===== config.mk =====
export PLATFORM = sky130hd
export DESIGN_NAME = pulse_gen_flat
export DESIGN_NICKNAME = d
export VERILOG_FILES = /design/src/rtl/pulse_gen_if.sv /design/src/rtl/pulse_gen.sv /design/src/flat_wrapper.sv
export SDC_FILE = /design/constraint.sdc
export NUM_CORES = 1
export LEC_CHECK = 0
export CELL_PAD_IN_SITES_DETAIL_PLACEMENT = 0
export CELL_PAD_IN_SITES_GLOBAL_PLACEMENT = 2
export CORE_UTILIZATION = 35
export DETAILED_ROUTE_END_ITERATION = 10
export PLACE_DENSITY_LB_ADDON = 0.05
export SETUP_SLACK_MARGIN = 0.5
export SKIP_LAST_GASP = 1
export SLEW_MARGIN = 20
export SYNTH_ARGS = -nofsm -noshare
export SYNTH_HDL_FRONTEND = slang
export SYNTH_SLANG_ARGS = --single-unit

===== constraint.sdc =====
create_clock -name clk -period 3.1 [get_ports clk]
set_clock_uncertainty 0.15 [all_clocks]
set_input_delay 0.465 -clock clk [delete_from_list [all_inputs] [get_ports clk]]
set_output_delay 0.465 -clock clk [all_outputs]
set_load 0.01 [all_outputs]

===== src/rtl/pulse_gen_if.sv =====
// ---------------------------------------------------------------------------
// pulse_gen_if -- configuration channel for pulse_gen.
//
// Carries one valid/ready handshake plus the configuration payload.
//   cfg_valid  : master -> slave, configuration offered
//   cfg_ready  : slave  -> master, pending slot free
//   cfg_high   : master -> slave, high time in clk cycles (CNT_W bits)
//   cfg_low    : master -> slave, low time in clk cycles (CNT_W bits)
//   cfg_count  : master -> slave, number of periods, 0 = continuous
// ---------------------------------------------------------------------------
interface pulse_gen_if #(
    parameter int CNT_W = 32
);
    logic             cfg_valid;
    logic             cfg_ready;
    logic [CNT_W-1:0] cfg_high;
    logic [CNT_W-1:0] cfg_low;
    logic [15:0]      cfg_count;

    modport master (
        output cfg_valid,
        output cfg_high,
        output cfg_low,
        output cfg_count,
        input  cfg_ready
    );

    modport slave (
        input  cfg_valid,
        input  cfg_high,
        input  cfg_low,
        input  cfg_count,
        output cfg_ready
    );
endinterface


===== src/rtl/pulse_gen.sv =====
// ---------------------------------------------------------------------------
// pulse_gen -- programmable pulse / burst generator.
//
// A configuration (high time, low time, period count) is accepted into a
// one-deep pending slot through the cfg channel. When the generator starts a
// period from IDLE, or reaches a period boundary with enable still high, a
// pending configuration is promoted into the active registers. The output is
// high for active_high cycles, then low for active_low cycles. A nonzero
// count stops the generator after that many periods; count 0 runs until
// enable is dropped. Periods are never truncated by enable.
//
// Ports
//   clk          : system clock, rising edge
//   rst          : synchronous, active-high reset
//   enable       : run request
//   cfg          : configuration channel (pulse_gen_if.slave)
//   signal_out   : generated waveform (registered)
//   period_start : one-cycle strobe, high in each cycle signal_out rises
//   busy         : high while the FSM is not IDLE
//   burst_done   : one-cycle strobe after the last period of a burst
//   cfg_err      : one-cycle strobe after a rejected (zero-time) config
// ---------------------------------------------------------------------------
module pulse_gen #(
    parameter int CLOCK_FREQ = 50000000,
    parameter int CNT_W      = 32
) (
    input  logic        clk,
    input  logic        rst,
    input  logic        enable,
    pulse_gen_if.slave  cfg,
    output logic        signal_out,
    output logic        period_start,
    output logic        busy,
    output logic        burst_done,
    output logic        cfg_err
);

    // CLOCK_FREQ only documents the intended system clock; timing is
    // expressed purely in clk cycles. An empty block keeps it referenced.
    if (CLOCK_FREQ < 0) begin : g_freq_note
    end

    localparam logic [CNT_W-1:0] CNT_ZERO = '0;
    localparam logic [CNT_W-1:0] CNT_ONE  = CNT_W'(1);

    typedef enum logic [1:0] {
        ST_IDLE = 2'd0,
        ST_HIGH = 2'd1,
        ST_LOW  = 2'd2
    } state_t;

    state_t           state_reg;

    logic             pending_valid_reg;
    logic [CNT_W-1:0] pending_high_reg;
    logic [CNT_W-1:0] pending_low_reg;
    logic [15:0]      pending_count_reg;

    logic             active_valid_reg;
    logic [CNT_W-1:0] active_high_reg;
    logic [CNT_W-1:0] active_low_reg;
    logic [15:0]      remaining_reg;

    // Phase counter: holds the 1-based index of the current cycle within
    // the present phase, so the phase ends when it equals the phase length.
    // Its peak is therefore the phase length itself and it cannot wrap.
    logic [CNT_W-1:0] cnt_reg;

    logic             signal_out_reg;
    logic             period_start_reg;
    logic             busy_reg;
    logic             burst_done_reg;
    logic             cfg_err_reg;

    logic             xfer;
    logic             cfg_bad;

    assign cfg.cfg_ready = ~pending_valid_reg;
    assign xfer          = cfg.cfg_valid & ~pending_valid_reg;
    assign cfg_bad       = (cfg.cfg_high == CNT_ZERO) | (cfg.cfg_low == CNT_ZERO);

    assign signal_out    = signal_out_reg;
    assign period_start  = period_start_reg;
    assign busy          = busy_reg;
    assign burst_done    = burst_done_reg;
    assign cfg_err       = cfg_err_reg;

    always_ff @(posedge clk) begin
        if (rst) begin
            state_reg         <= ST_IDLE;
            pending_valid_reg <= 1'b0;
            pending_high_reg  <= CNT_ZERO;
            pending_low_reg   <= CNT_ZERO;
            pending_count_reg <= 16'd0;
            active_valid_reg  <= 1'b0;
            active_high_reg   <= CNT_ZERO;
            active_low_reg    <= CNT_ZERO;
            remaining_reg     <= 16'd0;
            cnt_reg           <= CNT_ZERO;
            signal_out_reg    <= 1'b0;
            period_start_reg  <= 1'b0;
            busy_reg          <= 1'b0;
            burst_done_reg    <= 1'b0;
            cfg_err_reg       <= 1'b0;
        end else begin
            // Strobes default low; they are raised for one cycle below.
            period_start_reg <= 1'b0;
            burst_done_reg   <= 1'b0;
            cfg_err_reg      <= 1'b0;

            // Configuration intake. A transfer only happens while the slot
            // is empty, and promotion only happens while it is full, so the
            // two never touch pending state in the same cycle.
            if (xfer) begin
                if (cfg_bad) begin
                    cfg_err_reg <= 1'b1;
                end else begin
                    pending_valid_reg <= 1'b1;
                    pending_high_reg  <= cfg.cfg_high;
                    pending_low_reg   <= cfg.cfg_low;
                    pending_count_reg <= cfg.cfg_count;
                end
            end

            case (state_reg)
                ST_IDLE: begin
                    if (enable && (active_valid_reg || pending_valid_reg)) begin
                        state_reg        <= ST_HIGH;
                        signal_out_reg   <= 1'b1;
                        period_start_reg <= 1'b1;
                        busy_reg         <= 1'b1;
                        cnt_reg          <= CNT_ONE;
                        if (pending_valid_reg) begin
                            active_high_reg   <= pending_high_reg;
                            active_low_reg    <= pending_low_reg;
                            remaining_reg     <= pending_count_reg;
                            active_valid_reg  <= 1'b1;
                            pending_valid_reg <= 1'b0;
                        end
                    end
                end

                ST_HIGH: begin
                    if (cnt_reg == active_high_reg) begin
                        state_reg      <= ST_LOW;
                        signal_out_reg <= 1'b0;
                        cnt_reg        <= CNT_ONE;
                    end else begin
                        cnt_reg <= cnt_reg + CNT_ONE;
                    end
                end

                ST_LOW: begin
                    if (cnt_reg != active_low_reg) begin
                        cnt_reg <= cnt_reg + CNT_ONE;
                    end else if (remaining_reg == 16'd1) begin
                        // Last period of a finite burst: stop regardless of
                        // enable and forget the active configuration.
                        state_reg        <= ST_IDLE;
                        remaining_reg    <= 16'd0;
                        active_valid_reg <= 1'b0;
                        burst_done_reg   <= 1'b1;
                        busy_reg         <= 1'b0;
                        cnt_reg          <= CNT_ZERO;
                    end else begin
                        // Period boundary without burst end. remaining==0
                        // is continuous mode and is left untouched.
                        if (remaining_reg != 16'd0) begin
                            remaining_reg <= remaining_reg - 16'd1;
                        end
                        if (!enable) begin
                            state_reg <= ST_IDLE;
                            busy_reg  <= 1'b0;
                            cnt_reg   <= CNT_ZERO;
                        end else begin
                            state_reg        <= ST_HIGH;
                            signal_out_reg   <= 1'b1;
                            period_start_reg <= 1'b1;
                            cnt_reg          <= CNT_ONE;
                            // Only a configuration that was already pending
                            // before this cycle is promoted; one arriving in
                            // this very cycle waits for the next boundary.
                            if (pending_valid_reg) begin
                                active_high_reg   <= pending_high_reg;
                                active_low_reg    <= pending_low_reg;
                                remaining_reg     <= pending_count_reg;
                                active_valid_reg  <= 1'b1;
                                pending_valid_reg <= 1'b0;
                            end
                        end
                    end
                end

                default: begin
                    state_reg      <= ST_IDLE;
                    signal_out_reg <= 1'b0;
                    busy_reg       <= 1'b0;
                    cnt_reg        <= CNT_ZERO;
                end
            endcase
        end
    end

endmodule


===== src/flat_wrapper.sv =====
// flat-port wrapper written by rule: the top's interface ports become plain ports
module pulse_gen_flat 
#(
    parameter int CLOCK_FREQ = 50000000,
    parameter int CNT_W      = 32
)
  (clk, rst, enable, signal_out, period_start, busy, burst_done, cfg_err, cfg_cfg_valid, cfg_cfg_high, cfg_cfg_low, cfg_cfg_count, cfg_cfg_ready);
  pulse_gen_if #(.CNT_W(CNT_W)) cfg_i ();
  input  logic clk;
  input  logic rst;
  input  logic enable;
  output logic signal_out;
  output logic period_start;
  output logic busy;
  output logic burst_done;
  output logic cfg_err;
  input wire logic [$bits(cfg_i.cfg_valid)-1:0] cfg_cfg_valid;
  input wire logic [$bits(cfg_i.cfg_high)-1:0] cfg_cfg_high;
  input wire logic [$bits(cfg_i.cfg_low)-1:0] cfg_cfg_low;
  input wire logic [$bits(cfg_i.cfg_count)-1:0] cfg_cfg_count;
  output wire logic [$bits(cfg_i.cfg_ready)-1:0] cfg_cfg_ready;
  assign cfg_i.cfg_valid = cfg_cfg_valid;
  assign cfg_i.cfg_high = cfg_cfg_high;
  assign cfg_i.cfg_low = cfg_cfg_low;
  assign cfg_i.cfg_count = cfg_cfg_count;
  assign cfg_cfg_ready = cfg_i.cfg_ready;
  pulse_gen #(.CLOCK_FREQ(CLOCK_FREQ), .CNT_W(CNT_W)) u_core (.clk(clk), .rst(rst), .enable(enable), .cfg(cfg_i), .signal_out(signal_out), .period_start(period_start), .busy(busy), .burst_done(burst_done), .cfg_err(cfg_err));
endmodule

# After elaboration in Yosys (flattened, before gate mapping)
# Index checks and enable logic that the tools add are counted.
# W data, S select, Z words.
dict set report totals {
  register_bits 201
}
dict set report classes {
  addsub 2
  eq_ne 13
  muxes 63
  bitwise 7
  reduce_logical 16
}
# op count
set ops {}
lappend ops {{$mux W32} 14}
lappend ops {{$pmux W32 S2} 2}
lappend ops {{$mux W16} 7}
lappend ops {{$pmux W32 S3} 1}
lappend ops {{$logic_not A32 Y1} 2}
lappend ops {{$add A32 B1 Y32 const B} 1}
lappend ops {{$eq A32 B32 Y1} 1}
lappend ops {{$ne A32 B32 Y1} 1}
lappend ops {{$pmux W16 S2} 1}
lappend ops {{$mux W1} 28}
lappend ops {{$eq A16 B1 Y1 const B} 1}
lappend ops {{$reduce_bool A16 Y1} 1}
lappend ops {{$sub A16 B1 Y16 const B} 1}
lappend ops {{$reduce_and A4 Y1} 3}
lappend ops {{$reduce_and A5 Y1} 2}
lappend ops {{$mux W2} 4}
lappend ops {{$ne A2 B1 Y1 const B} 3}
lappend ops {{$ne A2 B2 Y1 const B} 3}
lappend ops {{$ne A3 B2 Y1 const B} 2}
lappend ops {{$pmux W1 S2} 3}
lappend ops {{$pmux W1 S3} 2}
lappend ops {{$pmux W2 S3} 1}
lappend ops {{$not A1 Y1} 5}
lappend ops {{$reduce_and A3 Y1} 1}
lappend ops {{11 further kinds} 11}

# Logic depth before layout (Yosys ltp)
# Gate-level depths: netlist of run 1.
dict set report logic_depth {
  word_depth 9
  mapped_depth 11
  ltp_nobuf 9
}

# Worst setup path before layout of run 1
# OpenSTA, ideal clock, no wires.
dict set report synth_path {
  path_kind {flip-flop to flip-flop}
  start {register u_core.cnt_reg[25]}
  end {register u_core.active_high_reg[13]}
  setup_ps 72
  t_arrival_ps 2040
  path_slack_ps 839
  stages_incl_launch_ff 12
  path_buffers 4
  path_cell_list {dfxtp_1 -> buf_2 -> xnor2_2 -> nand4_1 -> nor4_4 -> nand2_4 -> o21ai_1 -> and3_1 -> buf_4 -> buf_12 -> buf_12 -> mux2i_1}
}
dict set report synth_via {
  elab_chain_len 3
}
# element line
set synth_rtl {}
lappend synth_rtl {{from (decl)} pulse_gen.sv:67} ;# logic [CNT_W-1:0] cnt_reg;
lappend synth_rtl {{from (signal assigned)} pulse_gen.sv:149} ;# cnt_reg <= cnt_reg + CNT_ONE;
lappend synth_rtl {{from (signal assigned)} pulse_gen.sv:155} ;# cnt_reg <= cnt_reg + CNT_ONE;
lappend synth_rtl {{$ne A32 B32 Y1} pulse_gen.sv:154} ;# if (cnt_reg != active_low_reg) begin
lappend synth_rtl {{$ne A2 B2 Y1 (no line)} n/a}
lappend synth_rtl {{$reduce_and A5 Y1 (no line)} n/a}
lappend synth_rtl {{to (signal assigned)} pulse_gen.sv:134} ;# active_high_reg <= pending_high_reg;
lappend synth_rtl {{to (signal assigned)} pulse_gen.sv:184} ;# active_high_reg <= pending_high_reg;
lappend synth_rtl {{to (decl)} pulse_gen.sv:60} ;# logic [CNT_W-1:0] active_high_reg;
# No other way between the ends.
# A chain may end at the register's enable or synchronous reset.

# Final worst setup path of run 1
dict set report layout_path {
  start {register u_core.cnt_reg[6]}
  end {register u_core.active_low_reg[12]}
}
dict set report layout_via {
  elab_chain_len 3
}
# element line
set layout_rtl {}
lappend layout_rtl {{$ne A32 B32 Y1} pulse_gen.sv:154}
lappend layout_rtl {{$ne A2 B2 Y1 (no line)} n/a}
lappend layout_rtl {{$reduce_and A5 Y1 (no line)} n/a}
lappend layout_rtl {{to (signal assigned)} pulse_gen.sv:135} ;# active_low_reg <= pending_low_reg;
lappend layout_rtl {{to (signal assigned)} pulse_gen.sv:185} ;# active_low_reg <= pending_low_reg;
lappend layout_rtl {{to (decl)} pulse_gen.sv:61} ;# logic [CNT_W-1:0] active_low_reg;
# No other way between the ends.

==> results.json, run 1 <==
{
  "status": "completed",
  "clock_path_buffers": 3,
  "route.detailed.drc": 0,
  "synth_edf_count": 0,
  "path_clk_slew_ns": 0.06,
  "mappedNetlistArea_um2": 9430,
  "ys_seq_area_frac": 0.427,
  "vias": 7525,
  "ys_seq_elements": 201,
  "cts_root_buffer": "clkbuf_16",
  "fp.dieH_um": 166,
  "worst-endpoint-arrival_ns": 2.80,
  "clock_sinks": 201,
  "fmax_mhz": 399,
  "ir_drop_mv": 0.381,
  "min_path_type": "in2reg",
  "routed_via_density": 4.99,
  "finalSetupTns_ns": 0,
  "clkLatencyLatePin_ns": 0.52,
  "final.setup.worst_slack_ns": 0.596,
  "grt_util_all_layers": 0.192,
  "tightestPinTransition_ns": 0.596,
  "design_area_um2": 12000,
  "syn_avg_cell_area_um2": 9.04,
  "ant_nets": 0,
  "routed.top_layer": "met4",
  "hold_viol": 0,
  "total_leakage_power_nw": 4.59,
  "wirelength_um": 27200,
  "antenna_found_initial": 0,
  "pre_cts_ws_ns": 0.0352,
  "end_kind": "flip-flop",
  "syn2layout_area_growth_pct": 26.9,
  "cts_hold_repair.buffers": 0,
  "power_density_nw_per_um2": 555,
  "final_util": 0.455,
  "synth_cell_types": 64,
  "drt_iter0_markers": 357,
  "die-width_um": 166,
  "boundaryPins": 90,
  "fin_nets": 1243,
  "start_util": 0.359,
  "met3WireLength_um": 878,
  "die-area_um2": 27600,
  "slew_viol_final": 0,
  "synthFlopType": "dfxtp_1",
  "wl_met2_um": 12300,
  "globalplace.congestion": 0.781,
  "routedWlPerCell_um": 18.1,
  "drive_above_1_share": 0.138,
  "crit_fanout": 8,
  "overflow": 0,
  "fill_cells": 2633,
  "max_slew_margin": 0.601,
  "tritoncts": "built",
  "yosysTopAreaCellShare": 0.427,
  "synthTopCellsByArea": "dfxtp_1 (43%), mux2i_1 (15%), nand2_1 (6.6%)",
  "place_area_um2": 10900,
  "synth_fp_nets": 1131,
  "fin_crit_ns": 2.50,
  "antenna_cells": 0,
  "path_class": "reg2reg",
  "ctsHtreeMaxLevel": 1,
  "wl_met1_um": 13600,
  "core_area_um2": 26300,
  "async_reset_ff_frac": 0,
  "drtPass1Iterations": 5,
  "finalCritPeriodShare": 0.808,
  "netlist_instances": 1043,
  "grt_pass1_wl_um": 42200,
  "cts_buffers": 24,
  "synth_warnings": 0,
  "port_buffers": 89,
  "finalSetupViolCount": 0,
  "critPathRequiredTime_ns": 3.40,
  "rsz0062_at_grt": "yes",
  "fin_hold_ws_ns": 0.201,
  "yosysTopAreaCell": "dfxtp_1",
  "grt_max_degree": 68,
  "dp_cells": 1455,
  "cap_violations": 0,
  "total_power_mw": 6.65,
  "num_rows": 59,
  "grt_pass1_vias": 7422,
  "dp_hpwl_um": 19600,
  "finalNonFillerCells": 1507,
  "critPathLaunchType": "flip-flop"
}
==> where the power goes <==
group	switching (mW)	internal, mW
Combinational	0.535	0.498
Sequential	0.0875	2.69
Clock	1.10	1.74
Total	1.72	4.92
==> final timing paths <==
check | end | slack, ns | startpoint | cells past startpoint
worst max-delay path | u_core.active_low_reg[12] | 0.60 | u_core.cnt_reg[6] | 10
worst min-delay path | u_core.pending_count_reg[6] | 0.20 | rst | 2
worst max register to register | u_core.active_low_reg[12] | 0.60 | u_core.cnt_reg[6] | 10
worst min register to register | u_core.active_low_reg[17] | 0.31 | u_core.pending_low_reg[17] | 2
==> metal layers <==
layer | vias to the layer above | global-route usage
met5 | - | 0
met4 | 0 | 0.0443
met3 | 31 | 0.0260
met2 | 109 | 0.314
met1 | 3579 | 0.269
li1 | 3806 | -
==> cell usage after synthesis, types with 11 or more instances <==
cell type,instances
dfxtp_1,201
nand2_1,167
mux2i_1,144
nor2_1,127
xnor2_1,69
a21oi_1,36
nand4_1,35
clkbuf_1,32
buf_2,24
nor4_1,21
xor2_1,18
o21ai_0,16
nand3_1,14
nor3_1,14
inv_1,11
==> cells by family after synthesis <==
group,count (synthesis),synth area share
xor+xnor,89,0.0842
fa+ha+maj,4,0.00531
buf+inv,81,0.0501
flops,201,0.427
mux,144,0.153
simple gates,426,0.212
compound gates,98,0.0689
==> area by class of cell <==
cell class | instances | area [µm²] | area share
clock buffer | 36 | 747 | 0.0624
tap | 335 | 419 | 0.0350
sequential | 201 | 4050 | 0.338
clock inverter | 7 | 60.1 | 0.00502
inverter | 12 | 47.5 | 0.00397
timing repair buffer | 155 | 1610 | 0.135
multi-input combinational | 761 | 5030 | 0.420
==> worst max-delay path: stages, from the launching register on <==
cell and delay [ns]:
dfxtp_2 0.41, xnor2_1 0.14, nand4_1 0.16, nor4_4 0.39
buf_4 0.19, nand2_4 0.09, o21ai_2 0.14, and3_4 0.26
buf_12 0.15, clkbuf_16 0.16, mux2i_1 0.19
==> cell usage in the layout (no fill, tap or decap), types with 4 or more instances in the layout <==
master           synthesis  routed
nor4_4                   4       5
nor2_1                 127     127
a21o_1                   9       9
ha_1                     4       4
a31oi_1                  4       4
or3_1                    6       6
and2_1                   4       4
inv_1                   11      11
nor2b_1                  4       4
a21oi_1                 36      36
nand4_1                 35      35
xnor2_2                  2       5
a22o_1                   6       6
nand3_1                 14      13
buf_12                   6      10
nor3_1                  14      14
nor4_2                   1       6
nand2_1                167     167
buf_4                    3      50
and3_1                   6       5
xor2_1                  18      18
clkdlybuf4s50_1          0      88
mux2i_1                144     144
o21ai_0                 16      15
clkbuf_16                0      28
clkbuf_8                 0       8
dfxtp_1                201     183
and4_1                   4       4
dfxtp_2                  0      17
clkinv_2                 0       6
xnor2_1                 69      66
nor4_1                  21      15
==> repair_timing <==
item,CTS,global route
gates cloned,0,5
hold endpoints to repair,0,0
pin swaps,1,6
resized for setup,3,32
setup buffers,1,3
setup endpoints to repair,74,149
Power figures use the tool's default switching activity.
==> run 2: changes to the inputs <==
- CORE_UTILIZATION: 35 -> 32
- clock period: 3.1 -> 2.3 ns (I/O delays scaled with it)
==> run 2 against run 1 <==
Against the previous run:
- clock-buffer cell count unchanged
- the run now ends with negative setup slack left
- core utilization up 4.4 points
- fmax is 2.1% higher
- sequential power increased by 35%
- highest routed layer unchanged
- register-to-register slack worse by 0.75 ns
- largest cell class unchanged
- global-route usage up 1.6 points
- sequential share of layout area decreased by 5.6 points
- routed wire length increased by 17%
- setup slack lost 0.75 ns
- design area rose by 20%
==> results.json, run 2 (synthesized netlist as in run 1, its figures left out) <==
{
  "cap_violations": 0,
  "path_clk_slew_ns": 0.06,
  "wl_met2_um": 15000,
  "combinationalPowerShare": 0.226,
  "clock_sinks": 201,
  "routed.top_layer": "met4",
  "pwr-share-seq": 0.389,
  "rsz0062_at_grt": "yes",
  "end_kind": "flip-flop",
  "grt_pass1_vias": 8300,
  "wirelength_um": 31800,
  "antenna_cells": 0,
  "finalCritPeriodShare": 1.07,
  "ir_drop_mv": 0.552,
  "overflow": 0,
  "p_int_mw": 6.99,
  "min_path_type": "in2reg",
  "final_common_cell": "dfxtp_1",
  "crit_fanout": 8,
  "dp_hpwl_um": 20500,
  "dp_cells": 1623,
  "grt_util_all_layers": 0.209,
  "power.share.switching": 0.273,
  "die-area_um2": 30200,
  "critPathLaunchType": "flip-flop",
  "routed_via_density": 4.79,
  "cts_buffers": 25,
  "cts_root_buffer": "clkbuf_16",
  "tritoncts": "built",
  "fin_crit_ns": 2.45,
  "ant_nets": 0,
  "start_util": 0.327,
  "path_class": "reg2reg",
  "met3WireLength_um": 847,
  "die-width_um": 174,
  "critPathRequiredTime_ns": 2.59,
  "setup.worst_path.start": "u_core.cnt_reg[15]",
  "route.detailed.drc": 0,
  "fin_hold_ws_ns": 0.0116,
  "fmax_mhz": 408,
  "hold_viol": 0,
  "final.setup.worst_slack_ns": -0.153,
  "switching_power_mw": 2.62,
  "clock_path_buffers": 3,
  "port_buffers": 89,
  "num_rows": 62,
  "antenna_found_initial": 0,
  "fp.dieH_um": 174,
  "tightestPinTransition_ns": 0.582,
  "worst-endpoint-arrival_ns": 2.75,
  "grt_max_degree": 77,
  "finalSetupViolCount": 106,
  "clkPwrFrac": 0.385,
  "drt_iter0_markers": 404,
  "max_slew_margin": 0.610,
  "clkLatencyLatePin_ns": 0.52,
  "boundaryPins": 90,
  "drive_above_1_share": 0.321,
  "slew_viol_final": 0,
  "violations": "negative setup slack",
  "vias": 8285,
  "total_leakage_power_nw": 5.86,
  "wl_met1_um": 15400,
  "globalplace.congestion": 0.809,
  "core_area_um2": 28900,
  "routedWlPerCell_um": 18.4,
  "power_density_nw_per_um2": 667,
  "syn2layout_area_growth_pct": 52.8,
  "drtPass1Iterations": 5,
  "r2r_start": "u_core.cnt_reg[15]",
  "fin_nets": 1420,
  "hold_start": "cfg_cfg_low[24]",
  "most-common-layout-cells": "dfxtp_1 (177), buf_4 (166), nand2_1 (165)",
  "ctsHtreeMaxLevel": 1,
  "total_power_mw": 9.61,
  "status": "finished, violations left",
  "finalNonFillerCells": 1730,
  "grt_pass1_wl_um": 48600
}
[run 2: cell types whose count changed in the layout (fill, tap and decap cells not counted), moves of 20 or more]
| cell | previous run | this run |
|---|---|---|
| buf_4 | 50 | 166 |
| clkdlybuf4s50_1 | 88 | 19 |
| buf_6 | 1 | 29 |
| nor2_1 | 127 | 103 |
| dlygate4sd2_1 | 0 | 22 |
| buf_16 | 2 | 22 |
[run 2: what timing repair did]
action	in CTS	in global routing
pin swaps	39	63
buffers inserted	34	6
gates cloned	18	3
resized for setup	208	130
hold buffers	3	2
endpoints found under the setup margin	207	201
endpoints found under the hold margin	3	2
[run 2: path summary, 6_finish.rpt]
| kind | endpoint | slack, ns | cells after the start |
|---|---|---|---|
| setup reg to reg | u_core.active_high_reg[22] | -0.15 | 11 |
| hold reg to reg | u_core.active_high_reg[23] | 0.31 | 2 |
| hold / removal | u_core.pending_low_reg[24] | 0.01 | 3 |
| setup / recovery | u_core.active_high_reg[22] | -0.15 | 11 |
[run 2: per-layer routing]
metal / GRT usage / up-vias
met5: 0 / -
met4: 0.0435 / 0
met3: 0.0263 / 37
met2: 0.348 / 105
met1: 0.288 / 3963
li1: - / 4180
[run 2: stage by stage]
step	worst slack [ns]	utilization	setup TNS [ns]	cell area (µm²)
2_1_floorplan	0.0950	-	0	9680
3_3_place_gp	-0.599	0.414	-69.86	11900
3_5_place_dp	-0.668	0.414	-72.99	11900
4_1_cts	-0.159	0.482	-9.79	13900
5_1_grt	-0.280	0.499	-22.29	14400
6_report	-0.153	0.499	-9.10	14400
[run 2: worst max-delay path: stages (launching register included)]
cell     delay, ns
dfxtp_2       0.32
buf_6         0.13
xnor2_4       0.15
nand4_1       0.16
nor4_4        0.34
buf_4         0.18
nand2_4       0.06
o21ai_2       0.12
and3_4        0.25
buf_12        0.15
buf_16        0.15
mux2i_1       0.21
[run 2: power by group through the flow]
stage / Clock, mW / Sequential (mW) / Combinational (mW)
2_1_floorplan: 0 / 3.78 / 0.882
3_3_place_gp: 0 / 3.81 / 1.54
3_5_place_dp: 0 / 3.81 / 1.54
4_1_cts: 3.81 / 3.73 / 2.01
5_1_grt: 3.95 / 3.75 / 2.32
6_report: 3.70 / 3.74 / 2.17
[run 2: cell type report]
class | instances | area [µm²]
Clock buffer | 36 | 697
Sequential cell | 201 | 4060
Timing Repair Buffer | 331 | 3480
Fill cell | 2735 | 14400
Inverter | 12 | 50.0
Multi-Input combinational cell | 761 | 5590
Tap cell | 384 | 480
Clock inverter | 5 | 50.0
